===== src/rtl/mips32_pkg.sv =====
// Shared types and constants for the MIPS32 fetch front end.
package mips32_pkg;

  localparam int unsigned PFQ_AW = 10;
  localparam int unsigned PFQ_DW = 32;

  localparam logic [5:0] OPC_HLT = 6'b111111;

  typedef logic [31:0] instr_t;

  typedef struct packed {
    logic [PFQ_AW-1:0] pc;
    instr_t            instr;
  } fetch_entry_t;

  function automatic logic is_hlt(input instr_t w);
    return w[31:26] == OPC_HLT;
  endfunction

endpackage


===== src/rtl/mips32_prefetch_queue_if.sv =====
// Memory-side and IF-side signals of the prefetch queue; master = queue, slave = environment.
interface mips32_prefetch_queue_if
  import mips32_pkg::*;
#(
  parameter int unsigned AW = PFQ_AW,
  parameter int unsigned DW = PFQ_DW
);

  logic          mem_req;
  logic [AW-1:0] mem_addr;
  logic          mem_gnt;
  logic          mem_rvalid;
  logic [DW-1:0] mem_rdata;
  logic          if_valid;
  logic [DW-1:0] if_instr;
  logic [AW-1:0] if_pc;
  logic          if_ready;
  logic          redirect;
  logic [AW-1:0] redirect_pc;
  logic          halted;

  modport master (
    output mem_req, mem_addr,
    input  mem_gnt, mem_rvalid, mem_rdata,
    output if_valid, if_instr, if_pc,
    input  if_ready, redirect, redirect_pc,
    output halted
  );

  modport slave (
    input  mem_req, mem_addr,
    output mem_gnt, mem_rvalid, mem_rdata,
    input  if_valid, if_instr, if_pc,
    output if_ready, redirect, redirect_pc,
    input  halted
  );

endinterface


===== src/rtl/pfq_fifo.sv =====
// Synchronous FIFO of fetch entries with flush; push and pop may coincide even when full.
module pfq_fifo
  import mips32_pkg::*;
#(
  parameter type         T     = fetch_entry_t,
  parameter int unsigned DEPTH = 4
) (
  input  logic                   clk,
  input  logic                   rst_n,
  input  logic                   push,
  input  T                       wdata,
  input  logic                   pop,
  input  logic                   flush,
  output T                       rdata,
  output logic                   full,
  output logic                   empty,
  output logic [$clog2(DEPTH):0] count
);

  localparam int unsigned PW = $clog2(DEPTH);
  localparam logic [PW:0] FULL_CNT = (PW+1)'(DEPTH);

  T              store [DEPTH];
  logic [PW-1:0] wr_ptr;
  logic [PW-1:0] rd_ptr;

  always_ff @(posedge clk or negedge rst_n) begin
    if (!rst_n) begin
      wr_ptr <= '0;
      rd_ptr <= '0;
      count  <= '0;
    end else if (flush) begin
      wr_ptr <= '0;
      rd_ptr <= '0;
      count  <= '0;
    end else begin
      if (push) wr_ptr <= wr_ptr + 1'b1;
      if (pop)  rd_ptr <= rd_ptr + 1'b1;
      case ({push, pop})
        2'b10:   count <= count + 1'b1;
        2'b01:   count <= count - 1'b1;
        default: count <= count;
      endcase
    end
  end

  // When full, a simultaneous push overwrites the slot being popped; the head is read before the edge.
  always_ff @(posedge clk) begin
    if (push && !flush) store[wr_ptr] <= wdata;
  end

  assign rdata = store[rd_ptr];
  assign full  = (count == FULL_CNT);
  assign empty = (count == '0);

endmodule


===== src/rtl/mips32_prefetch_queue.sv =====
// Instruction prefetch queue ahead of IF: credit-limited fetch, redirect discard, HLT stop.
// Build option PFQ_BYPASS_EN: a response into an empty queue is presented to IF in the same cycle.
module mips32_prefetch_queue
  import mips32_pkg::*;
#(
  parameter int unsigned DEPTH = 4,
  parameter int unsigned AW    = PFQ_AW,
  parameter int unsigned DW    = PFQ_DW
) (
  input  logic                    clk1,
  input  logic                    rst_n,
  mips32_prefetch_queue_if.master bus
);

  localparam int unsigned CW = $clog2(DEPTH) + 1;
  localparam logic [CW-1:0] DEPTH_C = CW'(DEPTH);

  typedef struct packed {
    logic [AW-1:0] pc;
    logic [DW-1:0] instr;
  } entry_t;

  logic [AW-1:0] fetch_pc;
  logic [AW-1:0] resp_pc;
  logic [CW-1:0] outstanding;
  logic [CW-1:0] discard;
  logic [CW-1:0] fifo_count;
  logic          halted_q;
  logic          fifo_empty;
  logic          fifo_full;
  entry_t        head;
  entry_t        wentry;
  logic          grant;
  logic          accept;
  logic          push;
  logic          pop;
  logic          take_hlt;

  always_comb begin
    bus.mem_req  = rst_n && !halted_q && !bus.redirect && ((fifo_count + outstanding) < DEPTH_C);
    bus.mem_addr = fetch_pc;
    bus.halted   = halted_q;
    grant        = bus.mem_req && bus.mem_gnt;
    accept       = rst_n && bus.mem_rvalid && !bus.redirect && (discard == '0) && !halted_q;
    take_hlt     = accept && is_hlt(instr_t'(bus.mem_rdata));
    pop          = !fifo_empty && bus.if_ready && !bus.redirect;
    push         = accept;
    wentry       = '{pc: resp_pc, instr: bus.mem_rdata};
    bus.if_valid = !fifo_empty;
    bus.if_instr = fifo_empty ? '0 : head.instr;
    bus.if_pc    = fifo_empty ? '0 : head.pc;
`ifdef PFQ_BYPASS_EN
    if (fifo_empty && accept) begin
      bus.if_valid = 1'b1;
      bus.if_instr = bus.mem_rdata;
      bus.if_pc    = resp_pc;
      push         = !bus.if_ready;
    end
`endif
  end

  // No grant can coincide with a redirect, so only the arriving response reduces what is still in flight.
  always_ff @(posedge clk1 or negedge rst_n) begin
    if (!rst_n) begin
      fetch_pc    <= '0;
      resp_pc     <= '0;
      outstanding <= '0;
      discard     <= '0;
      halted_q    <= 1'b0;
    end else if (bus.redirect) begin
      fetch_pc    <= bus.redirect_pc;
      resp_pc     <= bus.redirect_pc;
      outstanding <= outstanding - CW'(bus.mem_rvalid);
      discard     <= outstanding - CW'(bus.mem_rvalid);
      halted_q    <= 1'b0;
    end else begin
      if (grant) fetch_pc <= fetch_pc + 1'b1;
      outstanding <= outstanding + CW'(grant) - CW'(bus.mem_rvalid);
      if (bus.mem_rvalid && (discard != '0)) discard <= discard - 1'b1;
      if (accept) resp_pc <= resp_pc + 1'b1;
      if (take_hlt) halted_q <= 1'b1;
    end
  end

  pfq_fifo #(
    .T     (entry_t),
    .DEPTH (DEPTH)
  ) u_fifo (
    .clk   (clk1),
    .rst_n (rst_n),
    .push  (push),
    .wdata (wentry),
    .pop   (pop),
    .flush (bus.redirect),
    .rdata (head),
    .full  (fifo_full),
    .empty (fifo_empty),
    .count (fifo_count)
  );

`ifndef SYNTHESIS
  a_rsp_without_req: assert property (@(posedge clk1) disable iff (!rst_n)
    bus.mem_rvalid |-> (outstanding != '0));
  a_no_overflow: assert property (@(posedge clk1) disable iff (!rst_n)
    !(push && fifo_full && !pop));
`endif

endmodule


===== src/flat_wrapper.sv =====
// flat-port wrapper written by rule: the top's interface ports become plain ports
module mips32_prefetch_queue_flat import mips32_pkg::*;
#(
  parameter int unsigned DEPTH = 4,
  parameter int unsigned AW    = PFQ_AW,
  parameter int unsigned DW    = PFQ_DW
)
  (clk1, rst_n, bus_mem_req, bus_mem_addr, bus_mem_gnt, bus_mem_rvalid, bus_mem_rdata, bus_if_valid, bus_if_instr, bus_if_pc, bus_if_ready, bus_redirect, bus_redirect_pc, bus_halted);
  mips32_prefetch_queue_if #(.AW(AW), .DW(DW)) bus_i ();
  input  logic clk1;
  input  logic rst_n;
  output wire logic [$bits(bus_i.mem_req)-1:0] bus_mem_req;
  output wire logic [$bits(bus_i.mem_addr)-1:0] bus_mem_addr;
  input wire logic [$bits(bus_i.mem_gnt)-1:0] bus_mem_gnt;
  input wire logic [$bits(bus_i.mem_rvalid)-1:0] bus_mem_rvalid;
  input wire logic [$bits(bus_i.mem_rdata)-1:0] bus_mem_rdata;
  output wire logic [$bits(bus_i.if_valid)-1:0] bus_if_valid;
  output wire logic [$bits(bus_i.if_instr)-1:0] bus_if_instr;
  output wire logic [$bits(bus_i.if_pc)-1:0] bus_if_pc;
  input wire logic [$bits(bus_i.if_ready)-1:0] bus_if_ready;
  input wire logic [$bits(bus_i.redirect)-1:0] bus_redirect;
  input wire logic [$bits(bus_i.redirect_pc)-1:0] bus_redirect_pc;
  output wire logic [$bits(bus_i.halted)-1:0] bus_halted;
  assign bus_mem_req = bus_i.mem_req;
  assign bus_mem_addr = bus_i.mem_addr;
  assign bus_i.mem_gnt = bus_mem_gnt;
  assign bus_i.mem_rvalid = bus_mem_rvalid;
  assign bus_i.mem_rdata = bus_mem_rdata;
  assign bus_if_valid = bus_i.if_valid;
  assign bus_if_instr = bus_i.if_instr;
  assign bus_if_pc = bus_i.if_pc;
  assign bus_i.if_ready = bus_if_ready;
  assign bus_i.redirect = bus_redirect;
  assign bus_i.redirect_pc = bus_redirect_pc;
  assign bus_halted = bus_i.halted;
  mips32_prefetch_queue #(.DEPTH(DEPTH), .AW(AW), .DW(DW)) u_core (.clk1(clk1), .rst_n(rst_n), .bus(bus_i));
endmodule

===== config.mk =====
export PLATFORM = sky130hd
export DESIGN_NAME = mips32_prefetch_queue_flat
export DESIGN_NICKNAME = d
export VERILOG_FILES = /design/src/rtl/mips32_pkg.sv /design/src/rtl/mips32_prefetch_queue_if.sv /design/src/rtl/pfq_fifo.sv /design/src/rtl/mips32_prefetch_queue.sv /design/src/flat_wrapper.sv
export SDC_FILE = /design/constraint.sdc
export NUM_CORES = 1
export LEC_CHECK = 0
export CORE_MARGIN = 5
export CORE_UTILIZATION = 40
export DETAILED_ROUTE_END_ITERATION = 16
export HOLD_SLACK_MARGIN = 0.15
export PLACE_DENSITY = 0.61
export SKIP_LAST_GASP = 1
export SYNTH_ARGS = -nofsm -noshare
export SYNTH_HDL_FRONTEND = slang
export SYNTH_SLANG_ARGS = --single-unit

===== constraint.sdc =====
create_clock -name clk1 -period 3 [get_ports clk1]
set_clock_uncertainty 0.15 [all_clocks]
set_input_delay 0.3 -clock clk1 [delete_from_list [all_inputs] [get_ports clk1]]
set_output_delay 0.3 -clock clk1 [all_outputs]
set_load 0.005 [all_outputs]

Word-level counts from Yosys, hierarchy flattened
Memory sizes are Yosys's and may differ from the RTL's. Index checks and enable logic that the tools add are counted.

Register bits: 34. Latch bits: 0. Memory bits (writable): 168. Memory bits (read-only): 0. Output and inout port bits: 55. Word-level logic and storage cells: 68. Memories: 1.

Memories: u_core.u_fifo.store (depth 4, width 42, read ports 1, clocked after memory_dff 0, write ports 1, line pfq_fifo.sv:23) `T store [DEPTH];`.

Add/sub/neg operators: 11. Multipliers: 0. Divide/modulo/power cells: 0. $lt $le $gt $ge: 1. Equality and inequality tests: 3. Shift operators: 0. Muxes and demuxes: 19. Bitwise gates (word level): 0. Reductions and logical operators: 25.

Operator list (count): $mux 10 (5); $mux 32 (1); $add 10x1->10 const B (2); $logic_and 1x1->1 (13); $mux 3 (4); $reduce_bool 2->1 (5); $mux 2 (4); $eq 6x6->1 const B (1); $logic_not 3->1 (2); $pmux 3 s2 (1); $reduce_bool 3->1 (2); $sub 3x1->3 (2); $sub 3x1->3 const B (2); $add 2x1->2 const B (2); $mux 1 (4); $add 3x1->3 (1); $add 3x1->3 const B (1); $add 3x3->3 (1); $logic_not 1->1 (3); $lt 3x3->1 const B (1); $eq 2x1->1 const B (1); $eq 2x2->1 const B (1).

Longest topological paths before layout
Depth after elaboration: 8. Gate-level depth with buffers: 10.

By module
A second synthesis with hierarchy kept.

Cell total of the unflattened synthesis: 486. Area, all modules: 8496.9 sq um.

By module, submodules not included: pfq_fifo (instances 1, cells an instance 263, area an instance 6557.5 sq um, seq. area each 5220.0 sq um); mips32_prefetch_queue (instances 1, cells an instance 223, area an instance 1939.4 sq um, seq. area each 675.6 sq um).

Worst setup path after synthesis
OpenSTA, ideal clock, no wires.

Path kind: reg-to-reg. From: reg u_core.halted_q (netlist: u_core.bus.halted). To: mem u_core.u_fifo.store[0][0] (netlist name) (enable). Arrival time: 2.235 ns. Slack: 0.211 ns. Cell stages (with the launch flop): 5. Path through: dfrtp_1 > nand2b_1 > clkbuf_1 > nor2_1 > and3_1.

Longest elaborated chain between the ends: 5.

RTL lines: start: declaration (line mips32_prefetch_queue.sv:28) `logic halted_q;`; start signal: assignment (line mips32_prefetch_queue.sv:69) `halted_q <= 1'b0;`; start signal: assignment (line mips32_prefetch_queue.sv:75) `halted_q <= 1'b0;`; start signal: assignment (line mips32_prefetch_queue.sv:81) `if (take_hlt) halted_q <= 1'b1;`; $logic_not 1->1 (line mips32_prefetch_queue.sv:44) `accept = rst_n && bus.mem_rvalid && !bus.redirect && (discard == '0) && !halted_q;`; $logic_and 1x1->1 (line mips32_prefetch_queue.sv:44); $logic_and 1x1->1 (line pfq_fifo.sv:49) `if (push && !flush) store[wr_ptr] <= wdata;`; $mux 1 (line pfq_fifo.sv:49); $mux 1 (implied by the code) (line pfq_fifo.sv:49); end: declaration (line pfq_fifo.sv:23).

Every way passes these cells.

Worst setup path after layout
From: reg u_core.u_fifo.count[1]. To: out bus_mem_req.

Longest elaborated chain between the ends: 3.

RTL lines: start: declaration (line pfq_fifo.sv:17) `output logic [$clog2(DEPTH):0] count`; start signal: assignment (line pfq_fifo.sv:40) `2'b10: count <= count + 1'b1;`; start signal: assignment (line pfq_fifo.sv:41) `2'b01: count <= count - 1'b1;`; start signal: assignment (line pfq_fifo.sv:42) `default: count <= count;`; $add 3x3->3 (line mips32_prefetch_queue.sv:40) `bus.mem_req = rst_n && !halted_q && !bus.redirect && ((fifo_count + outstanding) < DEPTH_C);`; $lt 3x3->1 (line mips32_prefetch_queue.sv:40); $logic_and 1x1->1 (line mips32_prefetch_queue.sv:40); end: declaration (line flat_wrapper.sv:12) `output wire logic [$bits(bus_i.mem_req)-1:0] bus_mem_req;`.

Every way passes these cells.

==> results.md <==
- Status: finished, final reports clean
- First-pass GRT wire length: between 20 and 30 mm
- Top_reg_cell synth: edfxtp_1
- Post-synth EDFFs: 168
- Setup crit start kind: flop
- ANT cells: 0
- Row cnt: 53
- Cts bufs inserted: 22
- PortBufs: 102
- Post-synth top area share: 0.5959
- Max frequency: 0.3505 GHz
- CTS tree: built
- DR iter-0 viols: 218
- Gpl congestion: 0.7244
- Leading area contributor after synthesis: edfxtp_1
- Leakage: 3.614 nW
- # IOs: 103
- Relative slew margins: 0.6555
- Fin. Hold Viols: 0
- Sequential area share after synthesis: 0.6964
- Number of antenna violations at the first check in global routing: 0
- FILL cells: 1715
- Synthesized Nets: 560
- Type of the tightest min-delay check: in2async
- Nets@finish: just under 700
- CP Max Fanout: 5
- Final setup viols: 0
- DRC errors left: 0
- Worst setup EP type: output port
- Design Power: 8.806 mW
- Internal: roughly 6.4 mW
- Synthesized area per cell: 17.03 µm²
- CP delay by family, top: buffers and inverters
- Slowest CP cell: clkdlybuf4s50_1
- DR vias: 4842
- H-tree Lvls: 1
- Total GRT Usage: 0.1431
- WL/cell: 18.73 µm
- Clock Tree Root: clkbuf_16
- Yosys cell types: 43
- Post-DP HPWL: 10.83 mm
- Power Density: 815.9 nW/µm²
- Placed Area: roughly 10000 µm²
- Yosys warnings: 0
- Post-Synthesis Cells: ~500
- Clock network fraction of total power: 0.311
- Sink Count: about 200
- Net Switching: 2.367 mW
- Worst EP arrival: 2.40 ns
- Period utilization: 0.9510
- Fin area: around 11000 µm²
- Core box area: roughly 21000 µm²
- Count leader, synth: edfxtp_1
- R2R Setup Slk: 0.18 ns
- Clk slew on worst S/H paths: roughly 0.06 ns
- Register share of total power: 0.380
- Die span in x: 155.5 µm
- Utilization after layout: 0.5150
- Vias in the first global route: roughly 5000
- Largest net degree at the start of global routing: 44
- Final wirelength: between 15 and 20 mm
- Max-cap violations: 0
- Final setup TNS: 0 ns
- Crit Path Class: reg2out
- Synth area leaders: edfxtp_1 60%, mux4_2 11%, dfrtp_1 10%
- WP depth: 6
- DIE AREA: 24170 µm²
- Unrepaired setup endpoints after global routing: false
- FF+latch count, synth: 202
- R2R depth: 10
- Clock Path Buffers: 3
- Area Overhead vs Synth: 27.49%
- Layout cells sized above 1: 0.1766
- Crit path largest cell delay: 0.53 ns
- Clock Latency Late Sink: 0.49 ns
- Most frequent cells after synthesis: 168 x edfxtp_1, 45 x and2_1, 42 x mux4_2
- Post-synth ARST share: 0.1683
- Worst-Margin Slew: 0.5130 ns
- Buffer and inverter count on the worst path: 2
- Chip Height: between 150 and 200 µm
- Mapped Area: 8466 µm²
- Max IR drop VDD: 0.0004096 V
- Critical path cell sequence: ha_1 -> a31oi_4 -> buf_4 -> xor2_4 -> nor3_1 -> clkdlybuf4s50_1
- CP required: around 2.6 ns
- Starting Density: 0.4040
- Vias per cell: 5.292
- Slew Limit Fails: 0
- Combinational group share of total power: 0.309
- Remaining antenna violation count after routing: 0
- Crit path time final: 2.853 ns
- Global route overflow: 0
- Sw frac: 0.2688
- Drt first pass iters: 4
==> worst paths after layout <==
kind	from	endpoint
setup / recovery	u_core.u_fifo.count[1]$_DFFE_PN0P_	bus_mem_req
hold / removal	rst_n	u_core.bus.mem_addr[7]$_DFFE_PN0P_
setup reg to reg	u_core.u_fifo.count[1]$_DFFE_PN0P_	u_core.outstanding[2]$_DFF_PN0_
hold reg to reg	u_core.outstanding[2]$_DFF_PN0_	u_core.outstanding[2]$_DFF_PN0_
max in group asynchronous	rst_n	u_core.u_fifo.rd_ptr[0]$_DFFE_PN0P_
min in group clk1	bus_redirect_pc[0]	u_core.resp_pc[0]$_DFFE_PN0P_
==> worst reg2reg max path, delay by kind of cell (launching register included) <==
family                   cells  cell delay, ns
adder cells (fa/ha/maj)      3            0.91
XOR/XNOR                     3            0.46
flip-flops                   1            0.44
AND/OR/NAND/NOR              2            0.41
AO/OA/AOI/OAI                2            0.36
==> metrics by stage <==
step                      std cells  hold slack (ns)  setup slack, ns
after floorplan                 497          -0.1456           0.2110
final                           915           0.1788           0.1469
after global placement          871           0.1629           0.2308
after global routing            915           0.2089          0.02609
after detailed placement        871           0.1671           0.1496
after CTS                       915           0.1744          0.09804
==> registers in the layout (all words and copies together), names as in the netlist <==
signal	flops
u_core.u_fifo.wr_ptr	2
u_core.discard	3
u_core.bus.halted	1
u_core.u_fifo.rd_ptr	2
u_core.outstanding	3
u_core.u_fifo.store	168
u_core.bus.mem_addr	10
u_core.u_fifo.count	3
u_core.resp_pc	10
==> timing repair <==
action / CTS / global route
buffers inserted: 3 / 0
hold buffers: 1 / 0
gates resized for setup: 1 / 3
endpoints found under the setup margin: 5 / 2
endpoints found under the hold margin: 34 / 0
==> power by group through the flow <==
stage,sequential (mW),clock (mW),combinational [mW]
floorplan,3.34,0,1.49
global placement,3.43,0,2.63
detailed placement,3.44,0,2.66
CTS,3.34,2.82,2.78
global route,3.37,2.96,2.99
finish,3.35,2.74,2.72
==> per-layer routing <==
layer,global-route usage,vias to the layer above,share of wire
li1,-,2207,-
met1,0.2002,2473,0.44
met2,0.2361,147,0.49
met3,0.02949,15,0.062
met4,0.02626,0,0.010
met5,0,-,0
==> cell usage in the layout, fill, tap and decap left out, drive strengths merged, types with 9 or more instances in the layout <==
cell / Yosys / final
a31oi: 10 / 10
and2: 45 / 45
and3: 9 / 9
buf: 8 / 27
clkbuf: 18 / 25
clkdlybuf4s50: 0 / 101
dfrtp: 34 / 34
edfxtp: 168 / 168
ha: 13 / 13
inv: 13 / 14
mux4: 42 / 42
nand2: 13 / 13
nand4: 9 / 9
nor2: 18 / 18
o21ai: 10 / 10
xor2: 10 / 10
==> area by class of cell <==
cell class	instances	area, µm²	share of cell area
clock buffer	25	561.8	0.05205
sequential	202	5902	0.5468
clock inverter	15	193.9	0.01797
inverter	13	48.80	0.004521
multi-input combinational	256	2434	0.2255
timing repair buffer	129	1309	0.1213
tap	275	344.1	0.03188
==> cell families after synthesis <==
| group | share of synthesized area |
|---|---|
| flip-flops | 0.6964 |
| AND/OR/NAND/NOR | 0.08853 |
| AO/OA/AOI/OAI | 0.03680 |
| multiplexers | 0.1168 |
| buffers and inverters | 0.01907 |
| XOR/XNOR | 0.01848 |
| adder cells (fa/ha/maj) | 0.02394 |
Power figures use the tool's default switching activity.
